$ cat src/rtl/instruction_loader_pkg.sv
// Shared definitions for the boot-time instruction loader.
//   state_e        : loader FSM states
//   HeaderBytes    : length of the word-count header in the stream
//   is_receiving() : states in which the loader accepts stream bytes
package instruction_loader_pkg;

  typedef enum logic [2:0] {
    StHdrHi = 3'd0,
    StHdrLo = 3'd1,
    StData  = 3'd2,
    StWrite = 3'd3,
    StChk   = 3'd4,
    StDone  = 3'd5,
    StErr   = 3'd6
  } state_e;

  localparam int unsigned HeaderBytes = 2;

  function automatic logic is_receiving(state_e s);
    return (s == StHdrHi) || (s == StHdrLo) || (s == StData) || (s == StChk);
  endfunction

endpackage

$ cat src/rtl/instruction_loader_if.sv
// Byte-stream input and instruction-memory write bus of the loader.
//   InData/InValid/InReady          : byte stream with valid/ready handshake
//   IMemWrite/IMemAddr/IMemWriteData: one-cycle word write strobe, address, data
// The slave modport is the loader side; master is the source/memory side.
interface instruction_loader_if;

  logic [7:0]  InData;
  logic        InValid;
  logic        InReady;
  logic        IMemWrite;
  logic [31:0] IMemAddr;
  logic [31:0] IMemWriteData;

  modport master (
    output InData, InValid,
    input  InReady, IMemWrite, IMemAddr, IMemWriteData
  );

  modport slave (
    input  InData, InValid,
    output InReady, IMemWrite, IMemAddr, IMemWriteData
  );

endinterface

$ cat src/rtl/loader_word_assembler.sv
// Collects four stream bytes into a big-endian 32-bit word.
//   clk_i        : clock
//   rst_ni       : synchronous active-low reset
//   byte_valid_i : shift byte_i in this cycle
//   byte_i       : stream byte
//   word_o       : shift register; first byte of a word lands in [31:24]
//   word_done_o  : combinational, high when the 4th byte of a word is shifted in
module loader_word_assembler (
  input  logic        clk_i,
  input  logic        rst_ni,
  input  logic        byte_valid_i,
  input  logic [7:0]  byte_i,
  output logic [31:0] word_o,
  output logic        word_done_o
);

  logic [31:0] shift_q, shift_d;
  logic [1:0]  idx_q, idx_d;

  always_comb begin
    shift_d = shift_q;
    idx_d   = idx_q;
    if (byte_valid_i) begin
      shift_d = {shift_q[23:0], byte_i};
      idx_d   = idx_q + 2'd1;  // wraps 3 -> 0 at word completion
    end
  end

  always_ff @(posedge clk_i) begin
    if (!rst_ni) begin
      shift_q <= 32'd0;
      idx_q   <= 2'd0;
    end else begin
      shift_q <= shift_d;
      idx_q   <= idx_d;
    end
  end

  assign word_o      = shift_q;
  assign word_done_o = byte_valid_i && (idx_q == 2'd3);

endmodule

$ cat src/rtl/instruction_loader.sv
// Boot-time instruction memory writer.
// Receives: count hi, count lo, 4*count data bytes (MSB first), checksum byte.
// Each assembled word is written at BASE_ADDR + 4*n. The core is held in reset
// until the checksum (8-bit sum of all preceding bytes) matches.
//   Clk       : clock
//   Reset     : synchronous active-low reset
//   bus       : stream input and instruction-memory write port (slave side)
//   CoreReset : active-high core reset, released only after a verified load
//   Done      : sticky, image loaded and verified
//   Error     : sticky, image rejected (oversize count or bad checksum)
module instruction_loader
  import instruction_loader_pkg::*;
#(
  parameter int unsigned DEPTH_WORDS = 128,
  parameter logic [31:0] BASE_ADDR   = 32'h0000_0000
) (
  input  logic                       Clk,
  input  logic                       Reset,
  instruction_loader_if.slave        bus,
  output logic                       CoreReset,
  output logic                       Done,
  output logic                       Error
);

  state_e      state_q, state_d;
  logic        ready_q, ready_d;
  logic        write_q, write_d;
  logic [31:0] addr_q, addr_d;
  logic [15:0] count_q, count_d;
  logic [15:0] wcnt_q, wcnt_d;
  logic [7:0]  sum_q, sum_d;
  logic        done_q, done_d;
  logic        err_q, err_d;
  logic        core_rst_q, core_rst_d;

  logic        accept;
  logic        asm_valid;
  logic        word_done;
  logic [31:0] word;
  logic [15:0] hdr_count;

  assign accept    = bus.InValid && ready_q;
  assign asm_valid = accept && (state_q == StData);

  loader_word_assembler u_word_assembler (
    .clk_i        (Clk),
    .rst_ni       (Reset),
    .byte_valid_i (asm_valid),
    .byte_i       (bus.InData),
    .word_o       (word),
    .word_done_o  (word_done)
  );

  always_comb begin
    state_d    = state_q;
    addr_d     = addr_q;
    count_d    = count_q;
    wcnt_d     = wcnt_q;
    sum_d      = sum_q;
    done_d     = done_q;
    err_d      = err_q;
    core_rst_d = core_rst_q;
    hdr_count  = {count_q[15:8], bus.InData};

    unique case (state_q)
      StHdrHi: begin
        if (accept) begin
          count_d[15:8] = bus.InData;
          sum_d         = sum_q + bus.InData;
          state_d       = StHdrLo;
        end
      end
      StHdrLo: begin
        if (accept) begin
          count_d[7:0] = bus.InData;
          sum_d        = sum_q + bus.InData;
          if ({16'd0, hdr_count} > DEPTH_WORDS) begin
            state_d = StErr;
            err_d   = 1'b1;
          end else if (hdr_count == 16'd0) begin
            state_d = StChk;
          end else begin
            state_d = StData;
          end
        end
      end
      StData: begin
        if (accept) begin
          sum_d = sum_q + bus.InData;
          if (word_done) state_d = StWrite;
        end
      end
      StWrite: begin
        // Strobe is high this cycle with the current address; advance after it.
        addr_d  = addr_q + 32'd4;
        wcnt_d  = wcnt_q + 16'd1;
        state_d = (wcnt_q + 16'd1 == count_q) ? StChk : StData;
      end
      StChk: begin
        if (accept) begin
          if (bus.InData == sum_q) begin
            state_d    = StDone;
            done_d     = 1'b1;
            core_rst_d = 1'b0;
          end else begin
            state_d = StErr;
            err_d   = 1'b1;
          end
        end
      end
      StDone, StErr: begin
        // Terminal until reset.
      end
      default: begin
        state_d = StErr;
        err_d   = 1'b1;
      end
    endcase

    // Registered decodes of the next state so they align with state_q.
    ready_d = is_receiving(state_d);
    write_d = (state_d == StWrite);
  end

  always_ff @(posedge Clk) begin
    if (!Reset) begin
      state_q    <= StHdrHi;
      ready_q    <= 1'b1;
      write_q    <= 1'b0;
      addr_q     <= BASE_ADDR;
      count_q    <= 16'd0;
      wcnt_q     <= 16'd0;
      sum_q      <= 8'd0;
      done_q     <= 1'b0;
      err_q      <= 1'b0;
      core_rst_q <= 1'b1;
    end else begin
      state_q    <= state_d;
      ready_q    <= ready_d;
      write_q    <= write_d;
      addr_q     <= addr_d;
      count_q    <= count_d;
      wcnt_q     <= wcnt_d;
      sum_q      <= sum_d;
      done_q     <= done_d;
      err_q      <= err_d;
      core_rst_q <= core_rst_d;
    end
  end

  assign bus.InReady       = ready_q;
  assign bus.IMemWrite     = write_q;
  assign bus.IMemAddr      = addr_q;
  assign bus.IMemWriteData = word;
  assign CoreReset         = core_rst_q;
  assign Done              = done_q;
  assign Error             = err_q;

endmodule

$ cat src/flat_wrapper.sv
// flat-port wrapper written by rule: the top's interface ports become plain ports
module instruction_loader_flat import instruction_loader_pkg::*;
#(
  parameter int unsigned DEPTH_WORDS = 128,
  parameter logic [31:0] BASE_ADDR   = 32'h0000_0000
)
  (Clk, Reset, CoreReset, Done, Error, bus_InData, bus_InValid, bus_InReady, bus_IMemWrite, bus_IMemAddr, bus_IMemWriteData);
  instruction_loader_if bus_i ();
  input  logic Clk;
  input  logic Reset;
  output logic CoreReset;
  output logic Done;
  output logic Error;
  input wire logic [$bits(bus_i.InData)-1:0] bus_InData;
  input wire logic [$bits(bus_i.InValid)-1:0] bus_InValid;
  output wire logic [$bits(bus_i.InReady)-1:0] bus_InReady;
  output wire logic [$bits(bus_i.IMemWrite)-1:0] bus_IMemWrite;
  output wire logic [$bits(bus_i.IMemAddr)-1:0] bus_IMemAddr;
  output wire logic [$bits(bus_i.IMemWriteData)-1:0] bus_IMemWriteData;
  assign bus_i.InData = bus_InData;
  assign bus_i.InValid = bus_InValid;
  assign bus_InReady = bus_i.InReady;
  assign bus_IMemWrite = bus_i.IMemWrite;
  assign bus_IMemAddr = bus_i.IMemAddr;
  assign bus_IMemWriteData = bus_i.IMemWriteData;
  instruction_loader #(.DEPTH_WORDS(DEPTH_WORDS), .BASE_ADDR(BASE_ADDR)) u_core (.Clk(Clk), .Reset(Reset), .bus(bus_i), .CoreReset(CoreReset), .Done(Done), .Error(Error));
endmodule
$ cat config.mk
export PLATFORM = sky130hd
export DESIGN_NAME = instruction_loader_flat
export DESIGN_NICKNAME = d
export VERILOG_FILES = /design/src/rtl/instruction_loader_pkg.sv /design/src/rtl/instruction_loader_if.sv /design/src/rtl/loader_word_assembler.sv /design/src/rtl/instruction_loader.sv /design/src/flat_wrapper.sv
export SDC_FILE = /design/constraint.sdc
export NUM_CORES = 1
export LEC_CHECK = 0
export BUFFER_PORTS_ARGS = -buffer_cell sky130_fd_sc_hd__clkbuf_2
export CAP_MARGIN = 20
export CORE_ASPECT_RATIO = 0.5
export CORE_MARGIN = 1.5
export CORE_UTILIZATION = 30
export CTS_CLUSTER_DIAMETER = 40
export CTS_CLUSTER_SIZE = 14
export DETAILED_ROUTE_END_ITERATION = 10
export GPL_TIMING_DRIVEN = 0
export PLACE_DENSITY = 0.45
export SKIP_CTS_REPAIR_TIMING = 1
export SLEW_MARGIN = 20
export SYNTH_ARGS = -nofsm -noshare
export SYNTH_HDL_FRONTEND = slang
export SYNTH_SLANG_ARGS = --single-unit
$ cat constraint.sdc
create_clock -name Clk -period 2.3 [get_ports Clk]
set_input_delay 0.115 -clock Clk [delete_from_list [all_inputs] [get_ports Clk]]
set_output_delay 0.115 -clock Clk [all_outputs]
set_load 0.01 [all_outputs]
# Word-level counts from Yosys, hierarchy flattened
# Index checks and enable logic that the tools add are counted.
classes:
  add_sub_neg: 4
  magnitude_cmp: 1
  n_eq_ne: 17
  mux: 15
  n_bitwise: 1
  reduce_logical: 17
ops:
  columns: ["op", "n"]
  rows:
  - ["$add 32x3->32 const B", 1]
  - ["$mux 3", 8]
  - ["$pmux 3 s6", 1]
  - ["$add 16x1->16 const B", 1]
  - ["$eq 16x16->1", 1]
  - ["$gt 16x8->1 const B", 1]
  - ["$logic_not 16->1", 1]
  - ["$eq 3x2->1 const B", 4]
  - ["$eq 3x3->1 const B", 4]
  - ["$add 8x8->8", 1]
  - ["$eq 8x8->1", 1]
  - ["$eq 3x1->1 const B", 2]
  - ["$logic_not 3->1", 2]
  - ["$ne 2x1->1 const B", 3]
  - ["$reduce_and 2->1", 3]
  - ["$reduce_and 5->1", 1]
  - ["$reduce_or 5->1", 1]
  - ["$mux 1", 4]
  - ["$logic_and 1x1->1", 3]
  - ["$logic_or 1x1->1", 3]
  - ["$pmux 1 s3", 1]
  - ["$reduce_and 3->1", 1]
  - ["$reduce_or 3->1", 1]
  - ["$add 2x1->2 const B", 1]
  - ["5 further kinds", 5]
word_totals:
  register_bits: 114
  output_inout_bits: 69
  elab_cells: 68

# Logic depth before layout (Yosys ltp)
logic_depth:
  word_depth: 10
  ltp_mapped: 11
  mapped_depth_nobuf: 11

# Hierarchy
# From an unflattened synthesis, not the netlist that was laid out.
unflattened:
  hier_cells: 609
  area_unflattened_um2: 5631.7
by_module_without_submodules:
  columns: ["mod", "n_inst", "cells_each", "area_per_inst_um2", "seq_area_each_um2"]
  rows:
  - ["instruction_loader", 1, 498, 4306.6, 1561.5]
  - ["loader_word_assembler", 1, 111, 1325.0, 680.7]

# Worst setup path before layout
# OpenSTA, ideal clock, no wires.
synth_timing:
  kind: "reg-to-reg"
  from: "reg u_core.wcnt_q[0]"
  to: "reg u_core.state_q[1]"
  setup_ns: 0.115
  t_arrival_ns: 2.347
  t_required_ns: 2.185
  slack_ns: -0.162
  path_stages_with_launch: 11
  n_path_buf: 1
  path_cell_list: "dfxtp_1 -> ha_1 -> clkbuf_1 -> nand4_1 -> nor3_1 -> mux2_2 -> mux2i_1 -> a21oi_1 -> o41ai_1 -> a31oi_1 -> and2_1"
synth_via:
  elab_chain_len: 4
synth_rtl:
  columns: ["item", "line_no", "source"]
  rows:
  - ["start: declaration", "instruction_loader.sv:30", "logic [15:0] wcnt_q, wcnt_d;"]
  - ["start signal: assignment", "instruction_loader.sv:143", "wcnt_q <= wcnt_d;"]
  - ["$add 16x1->16", "instruction_loader.sv:97", "state_d = (wcnt_q + 16'd1 == count_q) ? StChk : StData;"]
  - ["$eq 16x16->1", "instruction_loader.sv:97", null]
  - ["$mux 3", "instruction_loader.sv:97", null]
  - ["$pmux 3 s6", "instruction_loader.sv:65", "unique case (state_q)"]
  - ["end signal: assignment", "instruction_loader.sv:127", "state_q <= StHdrHi;"]
  - ["end signal: assignment", "instruction_loader.sv:138", "state_q <= state_d;"]
  - ["end: declaration", "instruction_loader.sv:25", "state_e state_q, state_d;"]
# Every way passes these cells.
# A chain may end at the register's enable or synchronous reset.

# Worst setup path after layout
layout_timing:
  from: "reg u_core.wcnt_q[5]"
  to: "reg u_core.state_q[1]"
# The elaborated chain is that of the path after synthesis.

==> flow_summary.ini <==
[run_status]
status = complete, but fails checks
violations = DRC, setup timing

[worst_setup_path]
cp.required_ns = 2.56
arrival_ns = 2.69
cp-start-kind = flip-flop
cp-end-kind = flip-flop
crit_fanout = 8
worstSetupPathType = reg -> reg

[global_route]
grt.overflow.total = 0
grt_max_degree = 21
grt_pass1_wl_um = 22800
antenna_found_initial = 0
grt_usage_pct = 15.1
grt_pass1_vias = 4253

[drt]
wl_met1_um = 7500
drc = 6
dr_total_vias = 4562
ant_nets = 0
routed.top_layer = met4
wl_um = 14200
wl_met3_um = 407
drtIter0Drc = 131
wire_per_inst_um = 14.5
first_pass_iters = 7
via_per_inst = 4.66
wl_met2_um = 6170

[place]
detailed_place_hpwl_um = 10200
io_buffers = 75
gp_congestion = 0.775

[layout]
fin_nets = 763
area_growth_pct = 25.0
diodes = 0
layout-drive-gt1-share_pct = 22.8

[hold_path]
hold_class = in -> reg

[clocking]
clkSinkCount = 112
clk_latency_ns = 0.36
cts_tree = built
clock-root-buffer = clkbuf_16
htree_levels = 3
clockBufferDepth = 2
cts_buffers = 9
clk_pin_slew_ns = 0.09

[die]
core_region_area_mm2 = 0.0176
die_h_um = 98.2
pin_count = 80
die-area_mm2 = 0.0190
die_w_um = 193
initial_core_util_pct = 31.0
std_cell_rows = 34

[timing]
maxSlewViolCount = 0
setup_ws_ns = -0.129
timing.final.crit_period_ns = 2.43
fmax_mhz = 412
worst-slew-pin-transition_ns = 0.845
hold_viol_final = 0
relSlewSlack_pct = 43.4
hold_ws_ns = 0.118
fin_crit_sh_pct = 106
setup-violations-final = 2
rsz0062_at_grt = yes
skew_ns = 0.0135

[yosys]
netlist_area_mm2 = 0.00544
ys_warn_count = 0
syn_inst = 636
ys_types = 51
synth-seq-area-share_pct = 41.2
ys_seq_elements = 112
syn_area_per_cell_um2 = 8.55
synth_edf_count = 0
synthArstFlopShare_pct = 0
synthFlopType = dfxtp_1

[pwr]
power_mw = 4.27
p_leak_nw = 2.65
p_per_area_mw_per_mm2 = 628
irDropWorstVdd_mv = 0.351

[run]
drv_cap = 0
==> power breakdown <==
part	switching, mW	internal [mW]
Sequential	0.0584	2.00
Clock	0.800	0.797
Combinational	0.359	0.249
==> final timing paths <==
check                                                                      from                                               to  slack (ns)  cells after the start
worst max-delay path                              u_core.wcnt_q[5]$_SDFFE_PN0P_                     u_core.state_q[1]$_SDFF_PN0_       -0.13                     10
worst min-delay path                                              bus_InData[4]   u_core.u_word_assembler.word_o[4]$_SDFFE_PN0P_        0.12                      3
worst max register to register                    u_core.wcnt_q[5]$_SDFFE_PN0P_                     u_core.state_q[1]$_SDFF_PN0_       -0.13                     10
worst min register to register  u_core.u_word_assembler.word_o[25]$_SDFFE_PN0P_  u_core.u_word_assembler.word_o[25]$_SDFFE_PN0P_        0.47                      2
==> stage by stage <==
stage          std cells  TNS [ns]  util [%]  worst slack [ns]  cell area, µm²
2_1_floorplan        637         0         -            0.0493            5450
3_3_place_gp         946     -7.03      34.8            -0.410            6120
3_5_place_dp         946     -7.10      34.8            -0.408            6120
4_1_cts              962     -8.54      36.5            -0.430            6410
5_1_grt              980    -0.548      38.7            -0.251            6800
6_report             980    -0.254      38.7            -0.129            6800
==> kinds of logic (layout without fill, tap and decap cells) <==
family | count (synthesis) | after routing | synth area share (%)
AO/OA/AOI/OAI | 97 | 97 | 12.4
buffers and inverters | 42 | 151 | 3.29
XOR/XNOR | 67 | 67 | 10.8
AND/OR/NAND/NOR | 295 | 295 | 27.6
other | 1 | 2 | 0.0689
multiplexers | 11 | 11 | 2.05
adder cells (fa/ha/maj) | 11 | 11 | 2.67
flip-flops | 112 | 112 | 41.2
==> routing by layer <==
layer	up-vias	global-route usage [%]
li1	2365	-
met1	2138	20.9
met2	50	23.6
met3	9	3.80
met4	0	3.15
met5	-	0
==> final cells by class <==
type,count,area (µm²)
inverters,6,22.5
clock inverters,6,56.3
fillers,1787,10800
multi-input cells,483,3220
flip-flops and latches,112,2260
clock buffers,10,239
plain buffers,36,199
well taps,234,293
repair buffers,93,510
==> critical path, stage by stage (launching register included) <==
cell and delay, ns:
dfxtp_2 0.33, buf_6 0.12, nand3_4 0.07, or4_4 0.52, buf_6 0.15, xnor2_1 0.12, a21oi_1 0.17, a21oi_2 0.10
o41ai_2 0.38, a31oi_1 0.18, and2_1 0.19
==> synth_stat cells (2+ instances only) <==
| cell | number | area share [%] |
|---|---|---|
| mux2i_1 | 10 | 1.8 |
| nand2_1 | 116 | 8.0 |
| nor4_1 | 9 | 1.0 |
| xnor2_1 | 45 | 7.2 |
| a21o_1 | 3 | 0.41 |
| nor2_1 | 17 | 1.2 |
| ha_1 | 10 | 2.3 |
| and3_1 | 6 | 0.69 |
| dfxtp_1 | 112 | 41 |
| clkbuf_1 | 25 | 1.7 |
| a221oi_1 | 2 | 0.32 |
| inv_1 | 6 | 0.41 |
| nand2b_1 | 6 | 0.69 |
| clkbuf_2 | 2 | 0.18 |
| nor2b_1 | 15 | 1.7 |
| nor3_1 | 16 | 1.5 |
| a31oi_1 | 5 | 0.58 |
| o21ai_0 | 19 | 1.7 |
| xor2_1 | 22 | 3.5 |
| nor3_2 | 2 | 0.37 |
| buf_2 | 6 | 0.55 |
| nand3_2 | 2 | 0.37 |
| and2_1 | 47 | 5.4 |
| nand4_1 | 11 | 1.3 |
| or3_1 | 9 | 1.0 |
| o21a_1 | 2 | 0.28 |
| buf_4 | 3 | 0.41 |
| and4_1 | 3 | 0.48 |
| a21boi_0 | 52 | 7.2 |
| a21oi_1 | 7 | 0.64 |
| nand3_1 | 26 | 2.4 |
==> flip-flops by register name (all words and copies together) (netlist names) <==
name and flops:
u_core.sum_q 8, u_core.count_q 16, u_core.bus.InReady 1, u_core.Done 1, u_core.Error 1, u_core.bus.IMemAddr 30
u_core.state_q 3, u_core.bus.IMemWrite 1, u_core.wcnt_q 16, u_core.u_word_assembler.idx_q 2, u_core.u_word_assembler.word_o 32, u_core.CoreReset 1
==> layout by cell type (no fill, tap or decap), drive strengths merged, types with 9 or more instances in the layout <==
cell type,count
a21boi,52
buf,30
nand3,28
nand2,116
nand4,11
and2,47
or3,10
nor2,17
nor3,18
xnor2,45
clkbuf,109
nor2b,15
o21ai,19
dfxtp,112
ha,10
xor2,22
inv,11
mux2i,10
nor4,9
No activity file was read; power rests on OpenSTA's default activity.
